**config.mk**
```make
export PLATFORM = sky130hd
export DESIGN_NAME = lcd_ydriver_sequencer
export DESIGN_NICKNAME = d
export VERILOG_FILES = /design/src/rtl/lcd_seq_pkg.sv /design/src/rtl/lcd_dot_line_counter.sv /design/src/rtl/lcd_ydriver_sequencer.sv
export SDC_FILE = /design/constraint.sdc
export NUM_CORES = 1
export LEC_CHECK = 0
export ABC_AREA = 1
export CAP_MARGIN = 10
export CORE_MARGIN = 2
export CORE_UTILIZATION = 30
export DETAILED_ROUTE_END_ITERATION = 6
export HOLD_SLACK_MARGIN = 0.02
export SYNTH_ARGS = -nofsm -noshare
export SYNTH_HDL_FRONTEND = slang
export SYNTH_HIERARCHICAL = 1
export SYNTH_SLANG_ARGS = --single-unit
```
**constraint.sdc**
```tcl
create_clock -name CLK -period 2.3 [get_ports CLK]
set_input_delay 0.69 -clock CLK [delete_from_list [all_inputs] [get_ports CLK]]
set_output_delay 0.69 -clock CLK [all_outputs]
set_load 0.02 [all_outputs]
```
**src/rtl/lcd_seq_pkg.sv**
```systemverilog
// Shared types and default timing for the LCD Y-driver sequencer.
// Counter widths match the LX/LY pin widths.
package lcd_seq_pkg;

  typedef enum logic [1:0] {
    OFF,
    SCAN,
    VBLANK
  } seq_state_e;

  localparam int H_TOTAL_DEF      = 456;
  localparam int V_TOTAL_DEF      = 154;
  localparam int V_ACTIVE_DEF     = 144;
  localparam int H_DATA_START_DEF = 80;
  localparam int H_DATA_LEN_DEF   = 160;
  localparam int CPL_LEN_DEF      = 4;
  localparam int FR_LINE_INV_DEF  = 0;

  localparam int LX_W = 9;
  localparam int LY_W = 8;

endpackage

```
**src/rtl/lcd_dot_line_counter.sv**
```systemverilog
// Dot/line counter with wrap, next-value taps and a registered
// last-dot-of-frame pulse.
module lcd_dot_line_counter
  import lcd_seq_pkg::*;
#(
  parameter int H_TOTAL = H_TOTAL_DEF,
  parameter int V_TOTAL = V_TOTAL_DEF
) (
  input  logic            clk_i,
  input  logic            rst_i,
  input  logic            run_i,
  output logic [LX_W-1:0] lx_o,
  output logic [LY_W-1:0] ly_o,
  output logic [LX_W-1:0] lx_d_o,
  output logic [LY_W-1:0] ly_d_o,
  output logic            line_last_o,
  output logic            frame_last_o,
  output logic            frame_end_o
);

  localparam logic [LX_W-1:0] LX_LAST = LX_W'(H_TOTAL - 1);
  localparam logic [LY_W-1:0] LY_LAST = LY_W'(V_TOTAL - 1);

  logic [LX_W-1:0] lx_q, lx_d;
  logic [LY_W-1:0] ly_q, ly_d;
  logic            fe_q, fe_d;
  logic            line_last;

  assign line_last = (lx_q == LX_LAST);

  always_comb begin
    lx_d = '0;
    ly_d = '0;
    if (run_i) begin
      lx_d = line_last ? '0 : lx_q + 1'b1;
      ly_d = ly_q;
      if (line_last) begin
        ly_d = (ly_q == LY_LAST) ? '0 : ly_q + 1'b1;
      end
    end
    fe_d = run_i && (lx_d == LX_LAST) && (ly_d == LY_LAST);
  end

  always_ff @(posedge clk_i) begin
    if (rst_i) begin
      lx_q <= '0;
      ly_q <= '0;
      fe_q <= 1'b0;
    end else begin
      lx_q <= lx_d;
      ly_q <= ly_d;
      fe_q <= fe_d;
    end
  end

  assign lx_o         = lx_q;
  assign ly_o         = ly_q;
  assign lx_d_o       = lx_d;
  assign ly_d_o       = ly_d;
  assign line_last_o  = line_last;
  assign frame_last_o = line_last && (ly_q == LY_LAST);
  assign frame_end_o  = fe_q;

endmodule

```
**src/rtl/lcd_ydriver_sequencer.sv**
```systemverilog
// Y-driver sequencer: OFF/SCAN/VBLANK FSM and registered S/CPL/FR/DATA_EN
// decode, aligned to the LX/LY values they accompany.
module lcd_ydriver_sequencer
  import lcd_seq_pkg::*;
#(
  parameter int H_TOTAL      = H_TOTAL_DEF,
  parameter int V_TOTAL      = V_TOTAL_DEF,
  parameter int V_ACTIVE     = V_ACTIVE_DEF,
  parameter int H_DATA_START = H_DATA_START_DEF,
  parameter int H_DATA_LEN   = H_DATA_LEN_DEF,
  parameter int CPL_LEN      = CPL_LEN_DEF,
  parameter int FR_LINE_INV  = FR_LINE_INV_DEF
) (
  input  logic            CLK,
  input  logic            RESET,
  input  logic            EN,
  output logic            S,
  output logic            CPL,
  output logic            FR,
  output logic            DATA_EN,
  output logic [LX_W-1:0] LX,
  output logic [LY_W-1:0] LY,
  output logic            FRAME_END
);

  localparam logic [LX_W-1:0] LX_CPL = LX_W'(H_TOTAL - CPL_LEN);
  localparam logic [LX_W-1:0] LX_DLO = LX_W'(H_DATA_START);
  localparam logic [LX_W-1:0] LX_DHI = LX_W'(H_DATA_START + H_DATA_LEN);
  localparam logic [LY_W-1:0] LY_VA  = LY_W'(V_ACTIVE);

  seq_state_e      state_q, state_d;
  logic [LX_W-1:0] lx_d;
  logic [LY_W-1:0] ly_d;
  logic            line_last, frame_last;
  logic            run;
  logic            s_q, s_d;
  logic            cpl_q, cpl_d;
  logic            fr_q, fr_d;
  logic            den_q, den_d;
  logic            scan_d;

  assign run = EN && (state_q != OFF);

  lcd_dot_line_counter #(
    .H_TOTAL (H_TOTAL),
    .V_TOTAL (V_TOTAL)
  ) u_cnt (
    .clk_i        (CLK),
    .rst_i        (RESET),
    .run_i        (run),
    .lx_o         (LX),
    .ly_o         (LY),
    .lx_d_o       (lx_d),
    .ly_d_o       (ly_d),
    .line_last_o  (line_last),
    .frame_last_o (frame_last),
    .frame_end_o  (FRAME_END)
  );

  always_comb begin
    state_d = OFF;
    if (EN) begin
      unique case (state_q)
        OFF:     state_d = SCAN;
        default: state_d = (ly_d < LY_VA) ? SCAN : VBLANK;
      endcase
    end
  end

  // Decode from next counter values so outputs land with their LX/LY.
  always_comb begin
    scan_d = (state_d == SCAN);
    s_d    = scan_d && (ly_d == '0);
    cpl_d  = scan_d && (lx_d >= LX_CPL);
    den_d  = scan_d && (lx_d >= LX_DLO) && (lx_d < LX_DHI);
    fr_d   = fr_q;
    if (state_d == OFF || state_q == OFF) begin
      fr_d = 1'b0;
    end else if (frame_last || (FR_LINE_INV != 0 && line_last)) begin
      fr_d = ~fr_q;
    end
  end

  always_ff @(posedge CLK) begin
    if (RESET) begin
      state_q <= OFF;
      s_q     <= 1'b0;
      cpl_q   <= 1'b0;
      fr_q    <= 1'b0;
      den_q   <= 1'b0;
    end else begin
      state_q <= state_d;
      s_q     <= s_d;
      cpl_q   <= cpl_d;
      fr_q    <= fr_d;
      den_q   <= den_d;
    end
  end

  assign S       = s_q;
  assign CPL     = cpl_q;
  assign FR      = fr_q;
  assign DATA_EN = den_q;

endmodule

```
== After elaboration in Yosys (flattened, before gate mapping) ==
Cells that the tools add are included.
Widths: inputs -> output; s select.

* Add/sub/neg operators: 2
* Bitwise operators: 1
* Muxes and demuxes: 8
* Eq/ne operators: 5
* Magnitude comparators: 4
* Reductions and logical operators: 14

{| class="wikitable"
|+ Operator list
! cell !! count
|-
| $mux 8 || 3
|-
| $eq 9x9->1 const B || 2
|-
| $mux 9 || 2
|-
| $eq 8x8->1 const B || 2
|-
| $add 9x1->9 const B || 1
|-
| $ge 9x7->1 const B || 1
|-
| $ge 9x9->1 const B || 1
|-
| $lt 9x8->1 const B || 1
|-
| $add 8x1->8 const B || 1
|-
| $logic_and 1x1->1 || 8
|-
| $logic_not 8->1 || 1
|-
| $lt 8x8->1 const B || 1
|-
| $mux 2 || 3
|-
| $logic_not 2->1 || 2
|-
| $eq 2x1->1 const B || 1
|-
| $reduce_bool 2->1 || 1
|-
| $reduce_or 2->1 || 1
|-
| $logic_or 1x1->1 || 1
|-
| $not 1->1 || 1
|}

* Flip-flop bits (word level): 24
* Output and inout port bits: 22
* Bits of input ports: 3

== Longest topological paths before layout ==
Gate-level depths: netlist (run 1).

* Word-level depth: 11
* Gate-level depth with buffers: 15
* Depth with buffers taken out: 14

== Modules after synthesis ==
Netlist (run 1), hierarchy kept.

{| class="wikitable"
|+ By module, submodules not included
! module !! times used !! cells each !! area an instance (µm²)
|-
| lcd_dot_line_counter || 1 || 194 || 1157.4
|-
| lcd_ydriver_sequencer || 1 || 43 || 295.3
|}

== Least setup slack after synthesis (run 1) ==
OpenSTA, ideal clock, no wires.

* Kind: input to register
* Start: input port EN
* End: register cpl_q (netlist: CPL)
* Setup slack: 0.322 ns
* Arrival time: 1.861 ns
* Cell stages on the path: 11
* Buffers on the path: 0
* Path through: inv_2 nor2_1 inv_2 a21oi_2 nand2_2 nor2_2 inv_1 nor2_1 nand2_2 nand2_2 nor2_1

* Longest elaborated chain between the ends: 8

{| class="wikitable"
|+ Ends and longest elaborated chain
! element !! RTL line !! RTL
|-
| start, declared || lcd_ydriver_sequencer.sv:16 || <nowiki>input logic EN,</nowiki>
|-
| $logic_and 1x1->1 || lcd_ydriver_sequencer.sv:42 || <nowiki>assign run = EN && (state_q != OFF);</nowiki>
|-
| named net run || lcd_ydriver_sequencer.sv:35 || <nowiki>logic run;</nowiki>
|-
| $mux 8 || lcd_dot_line_counter.sv:34 || <nowiki>if (run_i) begin</nowiki>
|-
| named net ly_d[7] || lcd_ydriver_sequencer.sv:33 || <nowiki>logic [LY_W-1:0] ly_d;</nowiki>
|-
| $lt 8x8->1 || lcd_ydriver_sequencer.sv:65 || <nowiki>default: state_d = (ly_d < LY_VA) ? SCAN : VBLANK;</nowiki>
|-
| $mux 2 || lcd_ydriver_sequencer.sv:65 ||
|-
| $mux 2 || lcd_ydriver_sequencer.sv:63 || <nowiki>unique case (state_q)</nowiki>
|-
| $mux 2 || lcd_ydriver_sequencer.sv:62 || <nowiki>if (EN) begin</nowiki>
|-
| $eq 2x1->1 || lcd_ydriver_sequencer.sv:72 || <nowiki>scan_d = (state_d == SCAN);</nowiki>
|-
| $logic_and 1x1->1 || lcd_ydriver_sequencer.sv:74 || <nowiki>cpl_d = scan_d && (lx_d >= LX_CPL);</nowiki>
|-
| end signal, assigned || lcd_ydriver_sequencer.sv:94 || <nowiki>cpl_q <= cpl_d;</nowiki>
|-
| end, declared || lcd_ydriver_sequencer.sv:37 || <nowiki>logic cpl_q, cpl_d;</nowiki>
|}

The timed path passes the listed nets, and every way through them passes these cells.
A chain may end at the register's enable or synchronous reset.

== Worst setup path after layout (run 1) ==
* Start: register u_cnt.lx_q[3] (netlist: u_cnt/lx_o[3])
* End: output port LX[3]

{| class="wikitable"
|+ RTL lines
! element !! RTL line !! RTL
|-
| start, declared || lcd_dot_line_counter.sv:24 || <nowiki>logic [LX_W-1:0] lx_q, lx_d;</nowiki>
|-
| start signal, assigned || lcd_dot_line_counter.sv:50 || <nowiki>lx_q <= lx_d;</nowiki>
|-
| end, declared || lcd_ydriver_sequencer.sv:21 || <nowiki>output logic [LX_W-1:0] LX,</nowiki>
|}

No word-level cell between the ends.

==> results of run 1 <==
==> per-layer routing <==
| metal | part of all wire, % | track usage (%) | vias to the layer above |
|---|---|---|---|
| met5 | 0 | 0 | - |
| met4 | 2.0 | 6.67 | 0 |
| met3 | 3.2 | 1.65 | 5 |
| met2 | 47 | 24.8 | 26 |
| met1 | 48 | 19.7 | 684 |
| li1 | - | - | 805 |
==> area by class of cell <==
| type | instances | area [um^2] |
|---|---|---|
| Clock buffer | 3 | 41.3 |
| Fill cell | 519 | 2750 |
| Clock inverter | 1 | 30.0 |
| Tap cell | 54 | 67.6 |
| Multi-Input combinational cell | 164 | 781 |
| Timing Repair Buffer | 43 | 383 |
| Inverter | 43 | 163 |
| Sequential cell | 24 | 480 |
==> how the worst max path moves through the flow <==
stage,slack (ns),cells past startpoint,startpoint,to
floorplan,0.32,11,EN,CPL$_SDFF_PP0_
global route,0.02,15,u_cnt/lx_o[1]$_SDFF_PP0_,CPL$_SDFF_PP0_
detailed placement,-0.12,12,EN,CPL$_SDFF_PP0_
CTS,0.14,1,u_cnt/lx_o[3]$_SDFF_PP0_,LX[3]
finish,0.14,1,u_cnt/lx_o[3]$_SDFF_PP0_,LX[3]
global placement,-0.12,12,EN,CPL$_SDFF_PP0_
==> layout by cell type, fill, tap and decap left out <==
master                            instances
sky130_fd_sc_hd__nand2_2                  7
sky130_fd_sc_hd__o21ai_1                  1
sky130_fd_sc_hd__buf_4                   19
sky130_fd_sc_hd__nor2_1                  44
sky130_fd_sc_hd__nor3_1                  12
sky130_fd_sc_hd__nand3_4                  1
sky130_fd_sc_hd__nor2_2                   4
sky130_fd_sc_hd__nand4_1                  2
sky130_fd_sc_hd__o21bai_1                 2
sky130_fd_sc_hd__ha_1                     3
sky130_fd_sc_hd__clkinv_2                 1
sky130_fd_sc_hd__or2_0                    1
sky130_fd_sc_hd__clkbuf_8                 3
sky130_fd_sc_hd__a21oi_2                  1
sky130_fd_sc_hd__clkdlybuf4s50_1         24
sky130_fd_sc_hd__a21oi_1                  1
sky130_fd_sc_hd__inv_1                   39
sky130_fd_sc_hd__o21ai_0                  3
sky130_fd_sc_hd__inv_2                    3
sky130_fd_sc_hd__nand3_1                 24
sky130_fd_sc_hd__nand3b_1                 1
sky130_fd_sc_hd__nand2_1                 53
sky130_fd_sc_hd__bufinv_16                1
sky130_fd_sc_hd__dfxtp_1                 24
sky130_fd_sc_hd__xnor2_1                  1
sky130_fd_sc_hd__nor4_1                   1
sky130_fd_sc_hd__nor2_4                   2
==> registers in the layout (all words and copies together), names as in the netlist <==
register	flops
u_cnt/frame_end_o	1
CPL	1
u_cnt/lx_o	9
FR	1
state_q	2
DATA_EN	1
u_cnt/ly_o	8
S	1
==> power by group <==
group	internal [W]	total, W	switching, W
Clock	0.000233	0.000378	0.000145
Combinational	0.0000200	0.0000426	0.0000226
Sequential	0.000418	0.000419	0.00000109
Total	0.000671	0.000839	0.000168
==> through the flow <==
step                total power, W  cell area [um^2]  std cells  hold WS [ns]  util [%]
finish                    0.000839              1950        332         0.555      41.5
global route              0.000875              1950        332         0.592      41.5
CTS                       0.000845              1930        330         0.550      41.1
detailed placement        0.000471              1860        326         0.535      39.6
global placement          0.000471              1860        326         0.533      39.6
floorplan                 0.000448              1450        235         0.498         -
==> what timing repair did <==
item,4_1_cts,5_1_grt
setup endpoints to repair,0,4
setup buffers,0,2
gates resized for setup,0,1
==> impl.org, run 1 <==
** Status
- The run finished with clean final reports.

** Worst setup path
- For this run, the slowest stage of the critical path takes 0.67 ns.
- The worst register-to-register path ends at CPL$_SDFF_PP0_.
- Crit-path cells :: clkdlybuf4s50_1
- Worst Reg-to-Reg Cells :: 15
- The worst setup path is of the register to output pin kind.
- The setup check on the worst reg-to-reg path leaves a slack of 0.23 ns.
- Critical path endpoint category :: output pin
- Data on the critical path arrives at its endpoint at 1.47 ns.
- Startpoint Class :: register
- Critical Path Slowest Stage Cell :: sky130_fd_sc_hd__clkdlybuf4s50_1
- Family of cells with the greatest summed delay on the critical path :: buffers and inverters
- In this run the worst path has a maximum fanout of 9.
- Buf+Inv Stages, Crit Path :: 1
- Reg2Reg Launch Point :: u_cnt/lx_o[1]$_SDFF_PP0_
- For the worst setup path, the data required time is 1.61 ns.

** Placed design
- Routability-driven placement finished with a final weighted congestion of 0.803.
- Detailed placement finished with a half-perimeter wire length of 2820 um.
- Number of I/O port buffers :: 24
- Timing analysis after detailed placement gives a worst setup slack of -0.116 ns.

** Floorplanning
- Area enclosed by the die boundary :: 5390 um^2
- Width of the die :: 73.4 um
- 25 I/O pins were placed.
- Vertical extent of the die :: 73.4 um
- The total area inside the core boundary comes to 4690 um^2.
- Cell Rows :: 25
- Effective utilization at floorplan :: 30.8%

** Drt
- Antenna-violating nets left :: 0
- Drt total wl :: 3570 um
- Dividing the detail-routed via count by the number of cells gives 4.58.
- The first detailed-routing pass took 4 iterations.
- Via count :: 1520
- In the routed design, unresolved DRC markers number 0.
- For this block, the initial DRC count from the detailed router was 81.
- In the final routed layout, each cell accounts on average for 10.8 um.

** Synth
- The cell area that synthesis handed to floorplanning was 1450 um^2.
- Number of synthesis warnings :: 6
- The cell count after synthesis came out at 235.
- Mean instance size in the synthesized netlist :: 6.15 um^2
- When the netlist entered floorplanning its net count stood at 241.

** Cells and area
- In the final design database the tool counted 285 nets.
- Of the cells placed in the final design, the portion with a size suffix greater than 1 is 15.1%.
- Antenna cells :: 0
- From synthesis to final layout, the design area changed by 34.6%.

** Min path
- In this run the most critical hold path is launched from state_q[0]$_SDFF_PP0_.
- Counting instances, the worst hold path has a depth of 2.
- Destination of the worst hold path :: FR$_SDFFE_PP0P_
- The min-delay analysis places its worst path in the category register to register.

** Power and ir drop
- Across the VDD grid, the largest voltage drop is 0.265 mV.
- Dividing total power by cell area gives a power density of 431 nW/um^2.
- For this design the static power due to leakage is 0.849 nW.

** Flow run
- Across the run, the number of max-cap violations was 0.

** STA
- Highest achievable clock rate :: 464 MHz
- The clock period could shrink to 2.16 ns.
- Setup violations remaining at the end of the flow were counted as 0.
- On the final layout, the worst clock skew is 0.00958 ns.
- Of the available clock period, the critical path in the final layout requires 93.8%.
- Worst Max-Slew Pin Slew :: 0.339 ns
- The worst pin sits at a relative slew slack of 77.4%.
- The total count of hold-check failures in the final report came to 0.
- RSZ-0062 raised after global routing :: false
- Final setup slack of the worst path :: 0.143 ns
- For the final routed database, the setup TNS stands at 0 ns.
- Number of pins exceeding their max-slew limit in the final report :: 0

** Global route
- Entering global routing, the biggest net connects 15 pins.
- First-pass GRT wire length :: 6260 um
- Global routing consumed, over all layers together, 15.0% of the routing resources.
- Vias in the first global route :: 1459
- Summed over all layers, the global routing overflow is 0.
- The initial antenna violation count is 0.

** Clock network
- Clock Root Buffer :: sky130_fd_sc_hd__clkbuf_8
- Hold bufs inserted after CTS :: 0
- TritonCTS built the clock tree.
- The tree built by TritonCTS fans out to 24 sinks.
- At the later pin of the worst-skew pair, clock insertion delay measures 0.28 ns.
- Clock-pin slew was measured on the worst setup and hold paths at 0.09 ns.
- Cts bufs inserted :: 3
- In this run the number of H-tree levels came out at 1.
- No sink is reached through more buffers than the 2 on the longest clock path.
Power figures use the tool's default switching activity.
==> inputs of run 2 (changes only) <==
--- a/config.mk
+++ b/config.mk
@@ -7,7 +7,7 @@
 export LEC_CHECK = 0
 export ABC_AREA = 1
 export CAP_MARGIN = 10
-export CORE_MARGIN = 2
+export CORE_ASPECT_RATIO = 1.25
 export CORE_UTILIZATION = 30
 export DETAILED_ROUTE_END_ITERATION = 6
 export HOLD_SLACK_MARGIN = 0.02
==> run 2 against run 1 <==
Flip-flop and latch count is the same. Hold slack barely moved. Non-clock buffer count did not move. Clock power decreased by 36%. Cell count increased by 0.90%. Count of clock-buffer cells in the layout unchanged. Routed wire length increased by 1.6%. Largest power group unchanged.
==> impl.org, run 2 (synthesis gave the netlist of run 1 again) <==
** Power and ir drop
- Worst voltage drop across the vdd grid :: 0.198 mV
- The analysis attributes to cell leakage a power of 0.833 nW.
- Power density cells :: 367 nW/um^2

** Global route
- Maximum number of pins on one net before global-route repair :: 13
- Initial antenna violation count :: 0
- Global router's overall resource usage :: 16.0%
- First-pass GRT wire length :: 6340 um
- Vias in the first global route :: 1472
- Total gr overflow :: 0

** Clock network
- Number of clock sinks :: 24
- Once the clock tree was built, the setup fixing pass inserted 0 buffers.
- Cts bufs inserted :: 3
- Clock-pin slew on the worst setup and hold paths :: 0.08 ns
- Clock Path Buffers :: 2
- TritonCTS built the clock tree.
- Clock tree synthesis selected as its root buffer the cell sky130_fd_sc_hd__clkbuf_8.
- Insertion delay to the later sink of the worst-skew pair :: 0.26 ns
- CTS built an H-tree with a depth of 1.

** Cells and area
- From synthesis to final layout, the design area changed by 32.9%.
- Most common cell after layout, fill and taps aside :: sky130_fd_sc_hd__nand2_1
- Once layout is done, the placed cells without fillers occupy 1920 um^2.
- The layout has 509 filler cells.
- Antenna cells :: 0
- Combined area of the multi-input logic cells :: 781 um^2
- The finished layout holds 335 standard cells, fillers aside.
- Fraction of layout cells with a size suffix above 1 :: 14.8%
- NumNets Final :: 285
- Largest register FFs :: 9
- The sequential cells in the finished layout cover a total of 480 um^2.
- Commonest cells after routing, fill and taps aside :: sky130_fd_sc_hd__nand2_1 (53), sky130_fd_sc_hd__nor2_1 (44), sky130_fd_sc_hd__inv_1 (39)

** Min path
- The min-delay analysis places its worst path in the category register to register.
- Worst hold stages :: 2
- Worst hold path startpoint :: FR$_SDFFE_PP0P_

** Floorplanning
- The region available for standard cell placement spans 4530 um^2.
- Number of top-level pins :: 25
- Vertical extent of the die :: 79.6 um
- For this configuration, the core starts out at a cell density of 31.9%.
- The die is 64.1 um wide.
- Row generation in the floorplan step produced 27 rows.
- Area enclosed by the die boundary :: 5100 um^2

** Worst setup path
- Startpoint of the most critical setup path :: u_cnt/lx_o[3]$_SDFF_PP0_
- Critical path endpoint category :: output pin
- Arrival time of data at the critical path endpoint :: 1.44 ns
- For this run, the slowest stage of the critical path takes 0.67 ns.
- The worst setup path is launched from a register.
- Worst Reg-to-Reg Cells :: 12
- The worst register-to-register path begins at u_cnt/lx_o[1]$_SDFF_PP0_.
- Family of cells with the greatest summed delay on the critical path :: buffers and inverters
- Worst-path fanout max :: 9
- For this design, the slowest cell found on the critical path is sky130_fd_sc_hd__clkdlybuf4s50_1.
- Crit-path cells :: clkdlybuf4s50_1
- Crit path kind :: register to output pin
- Together, buffers and inverters on the worst path number 1.
- In this run the number of cells on the critical path is 1.
- Worst endpoint required time :: 1.61 ns

** STA
- Setup slack closes at 0.172 ns.
- Final number of setup-violating endpoints :: 0
- On the final layout, the worst hold slack is 0.556 ns.
- Number of pins exceeding their max-slew limit in the final report :: 0
- Worst Max-Slew Pin Slew :: 0.315 ns
- Maximum clock skew at final layout :: 0.00132 ns
- Summed over all failing endpoints, the final setup total negative slack is 0 ns.
- Highest achievable clock rate :: 470 MHz
- The clock period could shrink to 2.13 ns.
- The final critical path takes up 92.5% of the cycle.
- Final hold violation count :: 0
- Headroom to the max-slew limit came out at 79.0%.
- Setup repair after global routing left no endpoint under its margin.

** Drt
- Detailed-route DRC error count :: 0
- In the final routed layout, each cell accounts on average for 10.8 um.
- Via count :: 1511
- The first detailed-routing pass ran for 4 iterations.
- Using the TritonRoute via totals, the vias-per-cell ratio works out to 4.51.
- Initial DRC Count :: 54
- Antenna-violating nets left :: 0
- The final layout contains routed wiring with a total length of 3630 um.

** Placed design
- Cell count after placement :: 332
- Setup WS pre-CTS :: -0.132 ns
- The placed instances occupy a cell area of 1880 um^2.
- Gp weighted congestion :: 0.783
- Once detailed placement completed, the half-perimeter wirelength came to 2920 um.
- Buffers placed on the I/O ports in this run total 24.

** Flow run
- Number of maximum-capacitance violations :: 0

** Status
- The flow ran to the end, and the final reports show no timing, DRC or antenna violations.
## run 2: cell types whose count changed in the layout (fill, tap and decap cells not counted)
cell / before / now
sky130_fd_sc_hd__bufinv_16: 1 / 0
## run 2: tightest hold or removal path, stage by stage, from the launching register on
cell                      delay [ns]
sky130_fd_sc_hd__dfxtp_1        0.35
sky130_fd_sc_hd__xnor2_1        0.13
sky130_fd_sc_hd__nor3_1         0.04
## run 2: path summary, 6_finish.rpt
check	to	slack, ns
worst max-delay path	LX[3]	0.17
worst max register to register	S$_SDFF_PP0_	0.19
worst min-delay path	FR$_SDFFE_PP0P_	0.56
worst min register to register	FR$_SDFFE_PP0P_	0.56
## run 2: where the power goes
group,switching [W],leakage (nW),internal [W],total (W)
Sequential,0.000000877,0.194,0.000417,0.000418
Combinational,0.0000231,0.618,0.0000208,0.0000440
Clock,0.000125,0.0216,0.000117,0.000243
Total,0.000149,0.833,0.000555,0.000705
## run 2: metal layers
layer / up-vias / routed length [um] / global-route usage (%)
li1: 806 / - / -
met4: 0 / 109 / 9.77
met1: 669 / 1620 / 17.8
met5: - / 0 / 0
met2: 27 / 1820 / 29.4
met3: 9 / 81 / 1.00
## run 2: timing repair
| item | CTS | global route |
|---|---|---|
| setup endpoints to repair | 0 | 1 |
| resized for setup | 0 | 1 |
| hold buffers | 0 | 0 |
## run 2: final cells by class
| class | instances | share of cell area (%) |
|---|---|---|
| inverter | 43 | 8.47 |
| timing repair buffer | 43 | 19.9 |
| sequential | 24 | 25.0 |
| clock buffer | 3 | 2.15 |
| tap | 58 | 3.78 |
| multi-input combinational | 164 | 40.7 |
## run 2: through the flow
stage               power, W  util (%)
floorplan           0.000448         -
global placement    0.000472      41.5
detailed placement  0.000472      41.5
CTS                 0.000717      42.4
global route        0.000737      42.4
finish              0.000705      42.4
==> inputs of run 3 (changes only) <==
--- a/config.mk
+++ b/config.mk
@@ -8,6 +8,7 @@
 export ABC_AREA = 1
 export CAP_MARGIN = 10
 export CORE_ASPECT_RATIO = 1.25
+export CORE_MARGIN = 8
 export CORE_UTILIZATION = 30
 export DETAILED_ROUTE_END_ITERATION = 6
 export HOLD_SLACK_MARGIN = 0.02
==> constraint.sdc (replaced) <==
create_clock -name CLK -period 2 [get_ports CLK]
set_input_delay 0.6 -clock CLK [delete_from_list [all_inputs] [get_ports CLK]]
set_output_delay 0.6 -clock CLK [all_outputs]
set_load 0.02 [all_outputs]
==> run 3 against run 2 <==
Non-clock buffer count up 9. Flip-flop and latch count unchanged. Routed wire length up 9.5%. Setup slack worse by 0.10 ns. Clock power up 74%. Critical endpoint is now u_cnt/frame_end_o$_SDFF_PP0_.
==> impl.org, run 3 (synthesis gave the netlist of run 1 again) <==
** Floorplanning
- In this run the standard cell core region covers 4690 um^2.
- Width of the die :: 78.1 um
- During I/O placement, the number of pins put on the boundary was 25.
- In this run the core area contains 28 standard-cell rows.
- Vertical extent of the die :: 93.6 um
- The die covers 7310 um^2.
- The initial utilization of the core area, before any placement, comes to 30.8%.

** Worst setup path
- Startpoint Class :: input pin
- At the worst endpoint, the required time is 2.21 ns.
- Worst Reg-to-Reg Cells :: 13
- The endpoint identified for the worst register-to-register timing path is S$_SDFF_PP0_.
- In this run the critical register-to-register path is launched from u_cnt/lx_o[1]$_SDFF_PP0_.
- The worst setup path is of the input pin to register kind.
- Along the worst path, the maximum fanout reaches 5.
- Critical path endpoint category :: register
- The critical path ends at u_cnt/frame_end_o$_SDFF_PP0_.
- The most critical setup path has its startpoint at EN.
- STA puts the critical path data arrival time at 2.14 ns.
- Across all register-to-register paths, the minimum setup slack is 0.18 ns.

** Cells and area
- Final instance count without filler cells :: 347
- Counting the fill cells in the layout gives 512.
- Cells with a size suffix above 1 make up 22.6% of the layout.
- Synthesis-to-layout area growth :: 45.5%
- In the final layout, the multi-input gates occupy 838 um^2.
- Post-route cell area :: 2100 um^2
- Once layout is complete, the utilization of the core stands at 44.8%.
- Leaving out fill and tap cells, the most frequent cell in the layout is sky130_fd_sc_hd__nand2_1.
- Commonest cells after routing, fill and taps aside :: sky130_fd_sc_hd__nand2_1 (53), sky130_fd_sc_hd__inv_1 (39), sky130_fd_sc_hd__nor2_1 (37), sky130_fd_sc_hd__buf_4 (26), sky130_fd_sc_hd__nand3_1 (22)
- The register with the most flip-flops in the layout has 9 of them.
- Area taken by flip-flops and latches :: 484 um^2
- Antenna cells :: 0
- The net count of the finished layout is 294.

** Drt
- Detailed-route DRC error count :: 0
- Before antenna repair, the detailed router went through 4 iterations.
- Via count :: 1549
- For this block, the routed nets add up to 3980 um of wire.
- Dividing the detail-routed wire length by the instance count gives 11.5 um.
- For this block, the initial DRC count from the detailed router was 69.
- Via count normalized by instance count :: 4.46
- Antenna-violating nets left :: 0

** Global route
- After global routing the overflow that remains totals 0.
- Met3 track demand over resource in global routing :: 1.82%
- The initial antenna violation count is 0.
- Vias in the first global route :: 1514
- Global router's overall resource usage :: 11.2%
- The first global-routing pass estimated 6840 um of wire.
- Most utilized layer in the global route result :: met2
- Routing usage on met1 :: 13.0%
- Maximum number of pins on one net before global-route repair :: 18
- Met2 track demand over resource in global routing :: 19.9%

** Power and ir drop
- IR analysis of the VDD net gives a maximum drop of 0.242 mV.
- Switching power :: 0.000187 W
- Lkg Pwr :: 0.996 nW
- Portion of total power attributed to the clock network :: 44.2%
- In this run switching power makes up 19.5% of total power.
- Design Power :: 0.000959 W
- Sequential cell fraction of total power :: 50.2%
- Combinational share of power :: 5.6%
- Power density cells :: 456 nW/um^2
- P_int :: 0.000771 W

** STA
- Final period demand of the worst path :: 1.93 ns
- For the final routed database, the setup TNS stands at 0 ns.
- Worst Max-Slew Pin Slew :: 0.308 ns
- Final clock period utilization by the worst path :: 96.5%
- On the final layout, the worst clock skew is 0.00767 ns.
- The total count of hold-check failures in the final report was 0.
- Derived from the worst setup path, the maximum achievable clock frequency is 518 MHz.
- Number of pins exceeding their max-slew limit in the final report :: 0
- In this run the tightest slew margin relative to its limit is 79.4%.
- Final number of setup-violating endpoints :: 0
- RSZ-0062 raised after global routing :: true

** Flow run
- Number of maximum-capacitance violations :: 0

** Min path
- The worst hold path belongs to the class register to register.

** Placed design
- Once placement finished, the instance area stood at 1930 um^2.
- The congestion estimate from routability-driven global placement came to 0.840.
- Cell count after placement :: 341
- During placement, the flow inserted port buffers numbering 24.
- Placed wire-length estimate after detailed placement :: 3140 um

** Clock network
- Clock latency on the worst-skew pair, taken at its later pin, is 0.27 ns.
- Hold bufs inserted after CTS :: 0
- TritonCTS clock tree :: done
- Number of H-tree levels :: 1
- The longest clock path from root to sink contains 2 buffers.
- Clock-pin slew was measured on the worst setup and hold paths at 0.09 ns.
- Number of clock sinks :: 24
- Cts bufs inserted :: 3
- The cell sitting at the root of the clock tree is a sky130_fd_sc_hd__clkbuf_8.

** Status
- The flow ran to the end, and the final reports show no timing, DRC or antenna violations.
## run 3: layout make-up
class                   count  share of cell area (%)
clock inverters             1                    1.43
multi-input cells         164                    39.9
well taps                  60                    3.57
flip-flops and latches     24                    23.0
inverters                  43                    7.85
repair buffers             52                    22.3
clock buffers               3                    1.96
## run 3: repair_timing
action,in CTS,in global routing
pin swaps,0,4
setup buffers,0,2
gates cloned,0,0
resized for setup,4,25
endpoints found under the setup margin,7,11
## run 3: power by group through the flow
stage / Sequential (W) / Combinational [W] / Clock (W)
CTS: 0.000481 / 0.0000496 / 0.000439
floorplan: 0.000495 / 0.0000198 / 0
global placement: 0.000492 / 0.0000490 / 0
detailed placement: 0.000493 / 0.0000484 / 0
finish: 0.000481 / 0.0000540 / 0.000424
global route: 0.000482 / 0.0000588 / 0.000457
## run 3: worst max-delay path, stage by stage
cell,delay (ns)
sky130_fd_sc_hd__clkdlybuf4s50_1,0.47
sky130_fd_sc_hd__inv_2,0.06
sky130_fd_sc_hd__nor2_4,0.16
sky130_fd_sc_hd__inv_4,0.08
sky130_fd_sc_hd__nor3_1,0.23
sky130_fd_sc_hd__nand2_1,0.07
sky130_fd_sc_hd__nor2_1,0.10
sky130_fd_sc_hd__nand2_1,0.06
sky130_fd_sc_hd__nor2_1,0.12
sky130_fd_sc_hd__nand3_1,0.08
sky130_fd_sc_hd__nor2_1,0.09
## run 3: worst min-delay path by stage
stage / startpoint / end / slack, ns / cells past startpoint
finish: u_cnt/lx_o[0]$_SDFF_PP0_ / u_cnt/lx_o[0]$_SDFF_PP0_ / 0.55 / 2
CTS: FR$_SDFFE_PP0P_ / FR$_SDFFE_PP0P_ / 0.56 / 2
floorplan: state_q[0]$_SDFF_PP0_ / FR$_SDFFE_PP0P_ / 0.50 / 2
detailed placement: FR$_SDFFE_PP0P_ / FR$_SDFFE_PP0P_ / 0.54 / 2
global route: u_cnt/lx_o[0]$_SDFF_PP0_ / u_cnt/lx_o[0]$_SDFF_PP0_ / 0.58 / 2
global placement: FR$_SDFFE_PP0P_ / FR$_SDFFE_PP0P_ / 0.54 / 2
## run 3: metal layers
metal	vias up	wire, um
li1	826	-
met1	702	1810
met2	17	1990
met3	4	123
met4	0	57
met5	-	0
## run 3: per-stage QoR
stage / setup slack [ns] / hold slack [ns]
global placement: -0.334 / 0.539
finish: 0.0709 / 0.548
global route: -0.00143 / 0.576
detailed placement: -0.375 / 0.537
CTS: 0.0172 / 0.561
floorplan: 0.0510 / 0.498
